<file path="src/rtl/warp_scheduler.sv">
// warp_scheduler: round-robin issue scheduler for NUM_WARPS resident warps.
// Tracks each warp through issue, memory wait and retirement; flags done.
module warp_scheduler #(
  parameter int NUM_WARPS = 4,
  parameter int THREADS_PER_WARP = 4,
  parameter int PC_BITS = 8,
  parameter logic [PC_BITS-1:0] START_PC = '0,
  localparam int WW = $clog2(NUM_WARPS)
) (
  input  logic                        clk,
  input  logic                        reset,
  input  logic                        start,
  input  logic [WW:0]                 warp_count,
  input  logic                        issue_ready,
  output logic                        issue_valid,
  output logic [WW-1:0]               issue_warp_id,
  output logic [PC_BITS-1:0]          issue_pc,
  output logic [THREADS_PER_WARP-1:0] issue_mask,
  input  logic                        complete_valid,
  input  logic [WW-1:0]               complete_warp_id,
  input  logic [PC_BITS-1:0]          complete_next_pc,
  input  logic [THREADS_PER_WARP-1:0] complete_mask,
  input  logic                        complete_ret,
  input  logic                        complete_mem,
  input  logic                        mem_done_valid,
  input  logic [WW-1:0]               mem_done_warp_id,
  output logic                        done
);

  typedef enum logic [1:0] {
    S_IDLE,
    S_RUN,
    S_DONE
  } fsm_t;

  typedef enum logic [2:0] {
    W_INACTIVE,
    W_READY,
    W_ISSUED,
    W_MEM_WAIT,
    W_RETIRED
  } wst_t;

  fsm_t                        fsm;
  wst_t                        wst     [NUM_WARPS];
  logic [PC_BITS-1:0]          pc_q    [NUM_WARPS];
  logic [THREADS_PER_WARP-1:0] mask_q  [NUM_WARPS];
  logic [WW-1:0]               last_issued;

  logic                        sel_found;
  logic [WW-1:0]               sel_id;
  logic [WW-1:0]               cand;
  logic                        fire;
  logic                        all_retired;
  logic [WW:0]                 launch_n;
  logic [NUM_WARPS-1:0]        issue_hit;
  logic [NUM_WARPS-1:0]        cpl_hit;
  logic [NUM_WARPS-1:0]        mem_hit;
  logic                        cpl_kill;

  // Rotating priority: scan upward from the warp after the last issued one.
  always_comb begin
    sel_found = 1'b0;
    sel_id    = '0;
    cand      = '0;
    for (int k = 1; k <= NUM_WARPS; k++) begin
      cand = last_issued + WW'(k);
      if (!sel_found && wst[cand] == W_READY) begin
        sel_found = 1'b1;
        sel_id    = cand;
      end
    end
  end

  assign issue_valid   = (fsm == S_RUN) && sel_found;
  assign issue_warp_id = issue_valid ? sel_id : '0;
  assign issue_pc      = issue_valid ? pc_q[sel_id] : '0;
  assign issue_mask    = issue_valid ? mask_q[sel_id] : '0;
  assign fire          = issue_valid && issue_ready;

  assign launch_n = (warp_count > (WW+1)'(NUM_WARPS))
                  ? (WW+1)'(NUM_WARPS) : warp_count;

  assign cpl_kill = complete_ret || (complete_mask == '0);

  always_comb begin
    all_retired = 1'b1;
    issue_hit   = '0;
    cpl_hit     = '0;
    mem_hit     = '0;
    for (int i = 0; i < NUM_WARPS; i++) begin
      if (wst[i] != W_RETIRED) all_retired = 1'b0;
      issue_hit[i] = fire && (sel_id == WW'(i));
      cpl_hit[i]   = complete_valid
                  && (complete_warp_id == WW'(i))
                  && (wst[i] == W_ISSUED);
      mem_hit[i]   = mem_done_valid
                  && (mem_done_warp_id == WW'(i))
                  && (wst[i] == W_MEM_WAIT);
    end
  end

  always_ff @(posedge clk) begin
    if (!reset) begin
      fsm         <= S_IDLE;
      done        <= 1'b0;
      last_issued <= WW'(NUM_WARPS - 1);
      for (int i = 0; i < NUM_WARPS; i++) begin
        wst[i]    <= W_INACTIVE;
        pc_q[i]   <= '0;
        mask_q[i] <= '0;
      end
    end else begin
      unique case (fsm)
        S_IDLE: begin
          if (start) begin
            fsm <= S_RUN;
            for (int i = 0; i < NUM_WARPS; i++) begin
              if ((WW+1)'(i) < launch_n) begin
                wst[i]    <= W_READY;
                pc_q[i]   <= START_PC;
                mask_q[i] <= '1;
              end else begin
                wst[i]    <= W_RETIRED;
              end
            end
          end
        end
        S_RUN: begin
          if (all_retired) begin
            fsm  <= S_DONE;
            done <= 1'b1;
          end
          if (fire) last_issued <= sel_id;
          // The three hits need distinct warp states, so they never overlap.
          for (int i = 0; i < NUM_WARPS; i++) begin
            unique case (1'b1)
              issue_hit[i]: wst[i] <= W_ISSUED;
              cpl_hit[i]: begin
                if (cpl_kill) begin
                  wst[i] <= W_RETIRED;
                end else begin
                  pc_q[i]   <= complete_next_pc;
                  mask_q[i] <= complete_mask;
                  wst[i]    <= complete_mem ? W_MEM_WAIT : W_READY;
                end
              end
              mem_hit[i]: wst[i] <= W_READY;
              default: ;
            endcase
          end
        end
        S_DONE: ;
        default: fsm <= S_IDLE;
      endcase
    end
  end

endmodule

</file>
<file path="config.mk">
export PLATFORM = sky130hd
export DESIGN_NAME = warp_scheduler
export DESIGN_NICKNAME = d
export VERILOG_FILES = /design/src/rtl/warp_scheduler.sv
export SDC_FILE = /design/constraint.sdc
export NUM_CORES = 1
export LEC_CHECK = 0
export CORE_MARGIN = 2
export CORE_UTILIZATION = 35
export CTS_BUF_LIST = sky130_fd_sc_hd__clkbuf_2
export DETAILED_ROUTE_END_ITERATION = 8
export GPL_TIMING_DRIVEN = 0
export PLACE_DENSITY = 0.64
export SLEW_MARGIN = 20
export SYNTH_ARGS = -nofsm -noshare
export SYNTH_HDL_FRONTEND = slang
export SYNTH_SLANG_ARGS = --single-unit
</file>
<file path="constraint.sdc">
create_clock -name clk -period 2.9 [get_ports clk]
set_clock_uncertainty 0.15 [all_clocks]
set_input_delay 0.435 -clock clk [delete_from_list [all_inputs] [get_ports clk]]
set_output_delay 0.435 -clock clk [all_outputs]
set_load 0.005 [all_outputs]
</file>
After elaboration in Yosys (flattened, before gate mapping). Memory sizes are Yosys's and may differ from the RTL's. A register that Yosys moved wholly into a read port is not among the register bits. Index checks and enable logic that the tools add are counted.

Order comparisons: 5. Equal/unequal tests: 29. Bitwise operators: 41. Multiply operators: 0. Reduce and logical (&&, ||, !) cells: 37. $add $sub $neg: 3. Div/mod/pow operators: 0. Shift-type cells: 0. Muxes and demuxes: 169.

Operator list (count): $mux 1 (115); $mux 3 (25); $mux 8 (9); $or 1x1->1 (40); $mux 4 (9); $logic_and 1x1->1 (25); $eq 3x2->1 const B (8); $mux 2 (10); $eq 2x2->1 const B (7); $eq 3x1->1 const B (4); $ne 3x3->1 const B (4); $eq 2x1->1 const B (4); $logic_not 2->1 (4); $lt 1x3->1 const A (2); $lt 2x3->1 const A (2); $pmux 2 s3 (1); $add 2x2->2 const B (2); $logic_not 4->1 (1); $ne 2x2->1 const B (2); $reduce_and 2->1 (2); $gt 3x3->1 const B (1); $logic_not 1->1 (3); $reduce_and 3->1 (1); $add 2x1->2 const B (1); other kinds (2) (2).

Memory bits (read-only): 0. Word-level logic and storage cells: 290. Output and inout port bits: 16. RAM bits: 60. Latch bits: 0. Memories kept: 3. Register bits: 5. Bits of input ports: 27.

Memories: pc_q (depth 4, width 8, rd ports 1, clocked after Yosys merged registers in 0, wr ports 4, RTL line 46) `logic [PC_BITS-1:0] pc_q [NUM_WARPS];`; mask_q (depth 4, width 4, rd ports 1, clocked after Yosys merged registers in 0, wr ports 4, RTL line 47) `logic [THREADS_PER_WARP-1:0] mask_q [NUM_WARPS];`; wst (depth 4, width 3, rd ports 8, clocked after Yosys merged registers in 1, wr ports 4, RTL line 45) `wst_t wst [NUM_WARPS];`.

Depth between registers and ports, before layout. Gate-level depths: netlist of the first run. An unclocked memory read counts as a cell.

Depth in word-level cells: 24. Depth in mapped cells: 9. Gate-level depth less buffers: 6.

Worst setup path before layout of the first run. Ideal clock, no wire load.

Path type: reg2reg. Start: mem wst[2][2] (netlist name). End: mem wst[2][0] (netlist name), enable pin. Arrival: 2.552 ns. Stages on the path, launching flop included: 7. Clock period less this slack: 3.079 ns. Data required time: 2.373 ns. Setup time: 0.377 ns. Setup slack: -0.179 ns. Path through: edfxtp_1 or3b_1 mux4_2 a2111oi_4 nor2_1 clkbuf_1 o311ai_0.

RTL lines (RTL line): from (decl) (45).

==> impl_metrics.py, run 1 <==
metrics = {
    "status": {
        "outcome": "complete, but fails checks",
        "violations": "setup timing",
    },
    "power_and_ir_drop": {
        "switching_share_pct": 30.9,
        "peakVddDrop_uv": 262,
        "p_leak_uw": 0.00208,
        "seqPwrFrac_pct": 38.5,
        "combPwrFrac_pct": 33.0,
        "power_uw": 2930,
        "p_int_uw": 2020,
        "power_density_nw_per_um2": 555,
        "p_sw_uw": 904,
        "power.share.clock_pct": 28.5,
    },
    "placement": {
        "place.gp.congestion": 0.877,
        "dp_cells": 563,
        "place_hpwl_um": 7890,
        "port_buffers": 42,
    },
    "drt": {
        "firstDrtPassIters": 5,
        "drc": 0,
        "drtIter0Drc": 351,
        "via_per_inst": 5.83,
        "routed_wl_um": 12500,
        "dr_total_vias": 3648,
        "antenna_left": 0,
        "wl_per_cell_um": 19.9,
    },
    "synth": {
        "async_flop_share_pct": 0,
        "synth_area_leader_cell": "edfxtp_1",
        "synth_cell_types": 60,
        "avgSynthCellArea_um2": 9.67,
        "synth_flop_cell": "edfxtp_1",
        "syn_inst": 381,
        "synth.yosys.seq_area_share_pct": 48.6,
        "synth-seq-cells": 67,
        "synth_top_area_share_pct": 36.7,
        "synth_edf_count": 45,
        "synth_nets": 408,
        "yosys_warnings": 0,
        "netlist_area_um2": 3690,
        "synthTopCellsByArea": "edfxtp_1 37%, dfxtp_1 12%, nand3_1 6.0%",
    },
    "clocking": {
        "ctsLongestPathBuffers": 2,
        "clock-sinks": 67,
        "clk_latency_ns": 0.51,
        "h-tree-depth": 3,
        "cts.clk_slew.worst_paths_ns": 0.22,
        "tritoncts": "yes",
        "root_buffer": "clkbuf_2",
        "numCtsBuffers": 9,
    },
    "timing": {
        "final_hold_viol_count": 0,
        "tightestPinTransition_ns": 0.713,
        "grt_setup_unrepaired": "yes",
        "fin_crit_ns": 3.86,
        "worst_slack_ns": -0.963,
        "clock.fmax_ghz": 0.259,
        "drv_slew": 0,
        "setup_violations": 23,
        "period_share_pct": 133,
        "relSlewSlack_pct": 52.3,
    },
    "global_routing": {
        "grt_pass1_vias": 3621,
        "antenna_found_initial": 1,
        "grt_pass1_wl_um": 19400,
        "grtUsageTotal_pct": 22.3,
        "overflow": 0,
        "grt_max_degree": 13,
    },
    "setup_path": {
        "critPathKind": "flop to output port",
        "arrival_ns": 3.28,
        "cp.required_ns": 2.32,
        "worst_r2r_startpoint": "wst[3][1]$_SDFFCE_PP0P_",
        "startpoint_type": "flop",
        "worstPathMaxFanout": 4,
        "startpoint": "wst[3][1]$_SDFFCE_PP0P_",
        "setup.worst_path.end_class": "output port",
    },
    "layout": {
        "nNetsFinal": 511,
        "final_common_cell": "edfxtp_1",
        "drive_above_1_share_pct": 31.5,
        "area_growth_pct": 42.9,
        "final_cell_mix": "45 x edfxtp_1, 42 x nand3_1, 35 x nand2_1, 35 x buf_4, 28 x clkdlybuf4s50_1",
        "final_util_pct": 51.2,
        "instances_no_fill": 626,
    },
    "floorplan": {
        "floorplan.initialDensity_pct": 35.9,
        "rows": 37,
        "coreArea_um2": 10300,
        "dieArea_um2": 11400,
        "io_pins": 43,
        "die_w_um": 107,
        "die_height_um": 107,
    },
    "worst_hold_path": {
        "hold_start": "pc_q[2][5]$_SDFFE_PP0P_",
        "hold_class": "flop to flop",
    },
    "flow_run": {
        "cap_violations": 0,
    },
}
## area by class of cell
class / instances / area, um2
Fill cell: 922 / 5010
Multi-Input combinational cell: 281 / 2050
Sequential cell: 67 / 1790
Timing Repair Buffer: 92 / 822
Buffer: 26 / 211
Tap cell: 136 / 170
Clock inverter: 6 / 138
Clock buffer: 10 / 50.0
Inverter: 7 / 26.3
Antenna cell: 1 / 2.50
## metrics by stage
step	hold slack, ns	TNS [ns]	setup WS (ns)	cell area [um2]
after floorplan	0.298	-0.320	-0.0355	3750
after global placement	0.304	-38.93	-1.20	4340
after detailed placement	0.314	-33.38	-1.28	4370
after CTS	0.338	-12.79	-0.913	5080
after global routing	0.359	-15.06	-1.02	5270
final	0.340	-13.13	-0.963	5270
## final timing paths
path | end | depth (start not counted) | slack (ns)
worst min register to register | pc_q[2][5]$_SDFFE_PP0P_ | 2 | 0.34
worst max register to register | wst[2][2]$_DFFE_PP_ | 8 | -0.11
worst min-delay path | pc_q[2][5]$_SDFFE_PP0P_ | 2 | 0.34
worst max-delay path | issue_mask[3] | 9 | -0.96
## cell usage after synthesis, types with 2 or more instances
cell type,number
buf_1,2
o21a_1,5
o22ai_1,3
nand2b_1,4
o211ai_1,5
nand4_1,5
and2_1,10
buf_2,2
o21ai_0,21
a311oi_1,12
nand4bb_1,3
clkbuf_1,18
o2bb2ai_1,2
nor3b_1,4
a22oi_1,2
a21o_1,9
nand3_1,44
or2_2,3
nor2_1,14
o22a_1,2
buf_6,2
nand2_1,37
edfxtp_1,45
nor4_1,3
nand4b_1,3
a21oi_1,14
nor2b_1,6
dfxtp_1,22
nor3_1,9
inv_1,7
or3b_1,3
and3_1,32
## worst max-delay path: stages (launching register included)
cell and delay, ns:
edfxtp_1 0.47, or3b_4 0.42, mux4_2 0.55, buf_6 0.15, nor3_4 0.30, buf_6 0.17, o21ai_2 0.05, and3_4 0.15
a311oi_2 0.32, buf_2 0.18
## timing repair
action / in CTS / in global routing
pin swaps: 22 / 26
hold buffers: 0 / 0
gates cloned: 3 / 0
buffers inserted: 31 / 12
setup endpoints to repair: 58 / 61
gates resized for setup: 123 / 35
## power by group through the flow
stage / combinational [uW] / clock [uW] / sequential, uW
3_5_place_dp: 612 / 0 / 1150
4_1_cts: 870 / 836 / 1120
6_report: 964 / 835 / 1130
3_3_place_gp: 598 / 0 / 1150
2_1_floorplan: 382 / 0 / 1140
5_1_grt: 1020 / 877 / 1140
## per-layer routing
| metal | GRT usage [%] | up-vias | routed length [um] |
|---|---|---|---|
| met5 | 0 | - | 0 |
| met4 | 10.6 | 0 | 294 |
| met3 | 3.47 | 25 | 858 |
| met2 | 36.9 | 180 | 6040 |
| met1 | 28.6 | 1768 | 5270 |
| li1 | - | 1675 | - |
## registers in the layout, indices dropped and copies added, names as in the netlist, named ones only
register and count:
pc_q 32, mask_q 16, wst 12, fsm 2
last_issued 2, done 1
## kinds of logic (layout without fill, tap and decap cells)
family          after synthesis  in the layout  synth area share [%]
buf+inv                      33            141                  4.17
simple gates                190            190                  28.7
mux                           2              2                 0.883
other cells                   0              1                     0
compound gates               89             89                  17.6
flops                        67             67                  48.6
(Power assumes the default switching activity.)
==> run 2, diff against run 1 <==
- PLACE_DENSITY: 0.64 -> unset
- PLACE_DENSITY_LB_ADDON: unset -> 0.12
==> run 2 against run 1 <==
The run still ends with setup timing left; first-iteration DRC count down 19%; cell count grew 2.1%; worst hold slack got worse by 0.012 ns; clock power down 20%; sequential cell count did not move; total power shrank 3.3%; critical path depth increased by 1; sequential power about the same; worst setup slack improved by 0.025 ns; critical path type unchanged; critical endpoint is now issue_mask[2]; highest routed layer unchanged.
==> impl_metrics.py, run 2 (synthesis gave the netlist of run 1 again) <==
metrics = {
    "setup_path": {
        "startpoint_type": "flop",
        "critPathKind": "flop to output port",
        "setup.worst_path.end_class": "output port",
        "arrival_ns": 3.25,
        "worstPathMaxFanout": 5,
        "cp.required_ns": 2.32,
    },
    "power_and_ir_drop": {
        "power.share.clock_pct": 23.5,
        "p_int_uw": 1910,
        "peakVddDrop_uv": 261,
        "combPwrFrac_pct": 36.6,
        "p_leak_uw": 0.00214,
        "seqPwrFrac_pct": 39.9,
        "switching_share_pct": 32.5,
        "p_sw_uw": 921,
        "power_density_nw_per_um2": 531,
    },
    "global_routing": {
        "grt_pass1_wl_um": 20000,
        "grtUsageTotal_pct": 23.3,
        "antenna_found_initial": 0,
        "grt_pass1_vias": 3621,
        "overflow": 0,
        "grt_max_degree": 14,
    },
    "drt": {
        "antenna_left": 0,
        "drtIter0Drc": 286,
        "firstDrtPassIters": 5,
        "dr_total_vias": 3629,
        "via_per_inst": 5.68,
        "routed_wl_um": 13000,
        "wl_per_cell_um": 20.3,
        "drc": 0,
    },
    "timing": {
        "grt_setup_unrepaired": "yes",
        "fin_crit_ns": 3.84,
        "setup_violations": 27,
        "relSlewSlack_pct": 46.0,
        "clock.fmax_ghz": 0.261,
        "period_share_pct": 132,
        "drv_slew": 0,
        "worst_slack_ns": -0.938,
        "tightestPinTransition_ns": 0.802,
        "final_hold_viol_count": 0,
    },
    "floorplan": {
        "coreArea_um2": 10300,
        "floorplan.initialDensity_pct": 35.9,
        "die_w_um": 107,
        "dieArea_um2": 11400,
        "die_height_um": 107,
        "rows": 37,
        "io_pins": 43,
    },
    "layout": {
        "antenna_cells": 0,
        "largest_reg_flops": 32,
        "drive_above_1_share_pct": 34.2,
        "final_common_cell": "buf_4",
        "final_cell_mix": "47 x buf_4, 45 x edfxtp_1, 41 x nand3_1, 33 x nand2_1, 27 x clkdlybuf4s50_1",
        "top_register": "pc_q",
        "nNetsFinal": 525,
        "area_growth_pct": 44.5,
        "postLayoutCellArea_um2": 5330,
        "reg_top3": "pc_q: 32 flops, mask_q: 16 flops, wst: 12 flops",
        "final_util_pct": 51.8,
    },
    "clocking": {
        "clk_latency_ns": 0.54,
        "root_buffer": "clkbuf_2",
        "clock-sinks": 67,
        "cts_hold_buf": 0,
        "numCtsBuffers": 9,
        "ctsLongestPathBuffers": 2,
        "tritoncts": "yes",
        "h-tree-depth": 3,
        "cts.clk_slew.worst_paths_ns": 0.24,
    },
    "placement": {
        "place_hpwl_um": 8450,
        "port_buffers": 42,
        "place.gp.congestion": 0.826,
        "place_area_um2": 4370,
    },
    "flow_run": {
        "cap_violations": 0,
    },
    "status": {
        "violations": "setup timing",
        "outcome": "complete, but fails checks",
    },
    "worst_hold_path": {
        "hold_class": "primary input to flop",
    },
}
==> run 2: repair_timing <==
action	in CTS	in global routing
gates resized for setup	124	37
cloned	4	0
endpoints found under the setup margin	62	75
pin swaps	26	27
setup buffers	35	22
==> run 2: worst max-delay path, cell delays in order (launching register included) <==
cell	delay, ns
edfxtp_1	0.46
or3b_4	0.44
mux4_2	0.53
buf_6	0.15
a2111oi_4	0.20
buf_6	0.17
nor2_4	0.05
buf_8	0.13
and3_4	0.17
a311oi_2	0.23
buf_2	0.16
==> run 2: per-stage QoR <==
| step | worst slack (ns) | total power, uW | TNS [ns] | hold slack (ns) | cells |
|---|---|---|---|---|---|
| 2_1_floorplan | -0.0355 | 1520 | -0.320 | 0.298 | 381 |
| 3_3_place_gp | -1.19 | 1760 | -44.17 | 0.304 | 559 |
| 3_5_place_dp | -1.19 | 1770 | -34.15 | 0.309 | 563 |
| 4_1_cts | -0.965 | 2680 | -14.62 | 0.333 | 618 |
| 5_1_grt | -1.04 | 2950 | -17.31 | 0.311 | 639 |
| 6_report | -0.938 | 2830 | -14.89 | 0.328 | 639 |
==> run 2: metal layers <==
layer	routed length (um)	vias up	GRT usage [%]
met5	0	-	0
met4	246	0	7.61
met3	860	27	3.59
met2	6330	125	38.6
met1	5530	1780	31.2
li1	-	1697	-
==> run 2: layout make-up <==
class,count,area (um2)
Fill cell,988,4950
Multi-Input combinational cell,282,2070
Sequential cell,67,1790
Timing Repair Buffer,106,933
Buffer,25,189
Tap cell,136,170
Clock inverter,6,90.1
Clock buffer,10,50.0
Inverter,7,26.3
==> run 2: final timing paths <==
check                                        startpoint                 endpoint  slack (ns)  depth (start not counted)
worst max-delay path            wst[1][1]$_SDFFCE_PP0P_            issue_mask[2]       -0.94                         10
worst min-delay path                complete_next_pc[2]  pc_q[2][2]$_SDFFE_PP0P_        0.33                          3
worst max register to register  wst[1][1]$_SDFFCE_PP0P_      wst[2][0]$_DFFE_PP_       -0.36                         11
worst min register to register  pc_q[2][3]$_SDFFE_PP0P_  pc_q[2][3]$_SDFFE_PP0P_        0.33                          2
==> run 2: power groups by stage <==
stage          registers (uW)  logic (uW)  clock network (uW)
3_5_place_dp             1150         619                   0
2_1_floorplan            1140         382                   0
3_3_place_gp             1150         606                   0
4_1_cts                  1130         891                 667
6_report                 1130        1030                 666
5_1_grt                  1140        1100                 714
==> run 3, diff against run 2 <==
- CTS_BUF_LIST: sky130_fd_sc_hd__clkbuf_2 -> sky130_fd_sc_hd__clkbuf_8
- clock period: 2.9 -> 4.1 ns (I/O delays scaled with it)
==> run 3 against run 2 <==
The run now ends clean; worst hold slack lost 0.0012 ns; sequential power fell by 29%; critical path depth unchanged; via count shrank 5.1%; register-to-register slack improved by 0.96 ns; non-clock buffer count fell by 38.
==> impl_metrics.py, run 3 (synthesis gave the netlist of run 1 again) <==
metrics = {
    "timing": {
        "grt_setup_unrepaired": "no",
        "clock.fmax_ghz": 0.251,
        "tightestPinTransition_ns": 0.805,
        "period_share_pct": 97.2,
        "final_hold_viol_count": 0,
        "fin_hold_ws_ns": 0.327,
        "setup_violations": 0,
        "drv_slew": 0,
        "fin_crit_ns": 3.98,
        "relSlewSlack_pct": 45.7,
        "worst_slack_ns": 0.116,
    },
    "clocking": {
        "cts.clk_slew.worst_paths_ns": 0.08,
        "clk_latency_ns": 0.35,
        "numCtsBuffers": 9,
        "root_buffer": "clkbuf_8",
        "h-tree-depth": 3,
        "ctsLongestPathBuffers": 2,
        "cts_hold_buf": 0,
        "tritoncts": "yes",
        "clock-sinks": 67,
    },
    "placement": {
        "port_buffers": 42,
        "place_hpwl_um": 8240,
        "pre_cts_ws_ns": -0.0740,
        "dp_cells": 561,
        "place_area_um2": 4300,
        "place.gp.congestion": 0.870,
    },
    "floorplan": {
        "floorplan.initialDensity_pct": 35.9,
        "coreArea_um2": 10300,
        "io_pins": 43,
        "rows": 37,
        "die_height_um": 107,
        "dieArea_um2": 11400,
        "die_w_um": 107,
    },
    "drt": {
        "drc": 0,
        "wl_per_cell_um": 20.0,
        "drtIter0Drc": 228,
        "via_per_inst": 5.74,
        "routed_wl_um": 12000,
        "dr_total_vias": 3443,
        "firstDrtPassIters": 5,
        "antenna_left": 0,
    },
    "power_and_ir_drop": {
        "peakVddDrop_uv": 153,
        "power_density_nw_per_um2": 410,
        "p_leak_uw": 0.00191,
        "power_uw": 1980,
    },
    "setup_path": {
        "arrival_ns": 3.22,
        "worstRegToRegCells": 8,
        "worstPathMaxFanout": 10,
        "setup.worst_path.end_class": "output port",
        "cp.required_ns": 3.34,
        "critPathKind": "flop to output port",
        "startpoint_type": "flop",
    },
    "global_routing": {
        "grtUsageTotal_pct": 21.6,
        "grt_pass1_vias": 3351,
        "antenna_found_initial": 0,
        "overflow": 0,
        "grt_pass1_wl_um": 18500,
        "grt_max_degree": 13,
    },
    "layout": {
        "final_common_cell": "edfxtp_1",
        "nNetsFinal": 486,
        "area_growth_pct": 30.9,
        "postLayoutCellArea_um2": 4820,
        "top_register": "pc_q",
        "drive_above_1_share_pct": 19.6,
        "largest_reg_flops": 32,
        "antenna_cells": 0,
        "final_cell_mix": "45 x edfxtp_1, 44 x nand3_1, 36 x nand2_1, 32 x and3_1, 30 x clkdlybuf4s50_1",
        "fill_cells": 1036,
        "reg_top3": "pc_q: 32 flops, mask_q: 16 flops, wst: 12 flops",
        "instances_no_fill": 600,
        "regArea_um2": 1790,
        "multiInputGateArea_um2": 1870,
    },
    "flow_run": {
        "cap_violations": 0,
    },
    "worst_hold_path": {
        "hold_class": "flop to flop",
        "holdPathStages": 2,
    },
    "status": {
        "outcome": "finished, final reports clean",
    },
}
[run 3: cell type report]
cell class	instances	share of cell area, %
sequential	67	37.1
timing repair buffer	67	11.9
buffer	26	3.11
clock buffer	9	2.57
tap	136	3.53
multi-input combinational	281	38.8
clock inverter	7	2.41
inverter	7	0.545
[run 3: worst paths after layout]
path | from | endpoint | slack, ns
setup / recovery | wst[2][1]$_DFFE_PP_ | issue_mask[1] | 0.12
hold / removal | pc_q[2][7]$_SDFFE_PP0P_ | pc_q[2][7]$_SDFFE_PP0P_ | 0.33
setup reg to reg | wst[2][1]$_DFFE_PP_ | wst[2][1]$_DFFE_PP_ | 0.60
hold reg to reg | pc_q[2][7]$_SDFFE_PP0P_ | pc_q[2][7]$_SDFFE_PP0P_ | 0.33
[run 3: worst max-delay path, cell delays in order (launching register included)]
cell,delay [ns]
edfxtp_1,0.41
or3b_4,0.46
mux4_2,0.53
buf_4,0.16
or3_1,0.35
buf_6,0.16
nand2_4,0.11
buf_8,0.15
nand2_1,0.08
a311oi_2,0.29
buf_2,0.16
[run 3: routing by layer]
metal	vias up	GRT usage, %	wire length, um
li1	1612	-	-
met1	1687	30.4	5670
met2	128	32.9	5440
met3	16	4.50	687
met4	0	8.07	221
met5	-	0	0
[run 3: stage by stage]
stage	util [%]	TNS [ns]
floorplan	-	0
global placement	41.6	-0.568
detailed placement	41.8	-0.386
CTS	46.1	-0.377
global route	46.9	0
finish	46.9	0
[run 3: power breakdown]
part / switching (uW) / internal, uW
Clock: 278 / 403
Sequential: 25.7 / 772
Combinational: 287 / 212
Total: 590 / 1390
[run 3: timing repair]
item | CTS | global route
resized for setup | 35 | 34
setup endpoints to repair | 15 | 15
setup buffers | 18 | 5
cloned | 0 | 0
pin swaps | 3 | 4
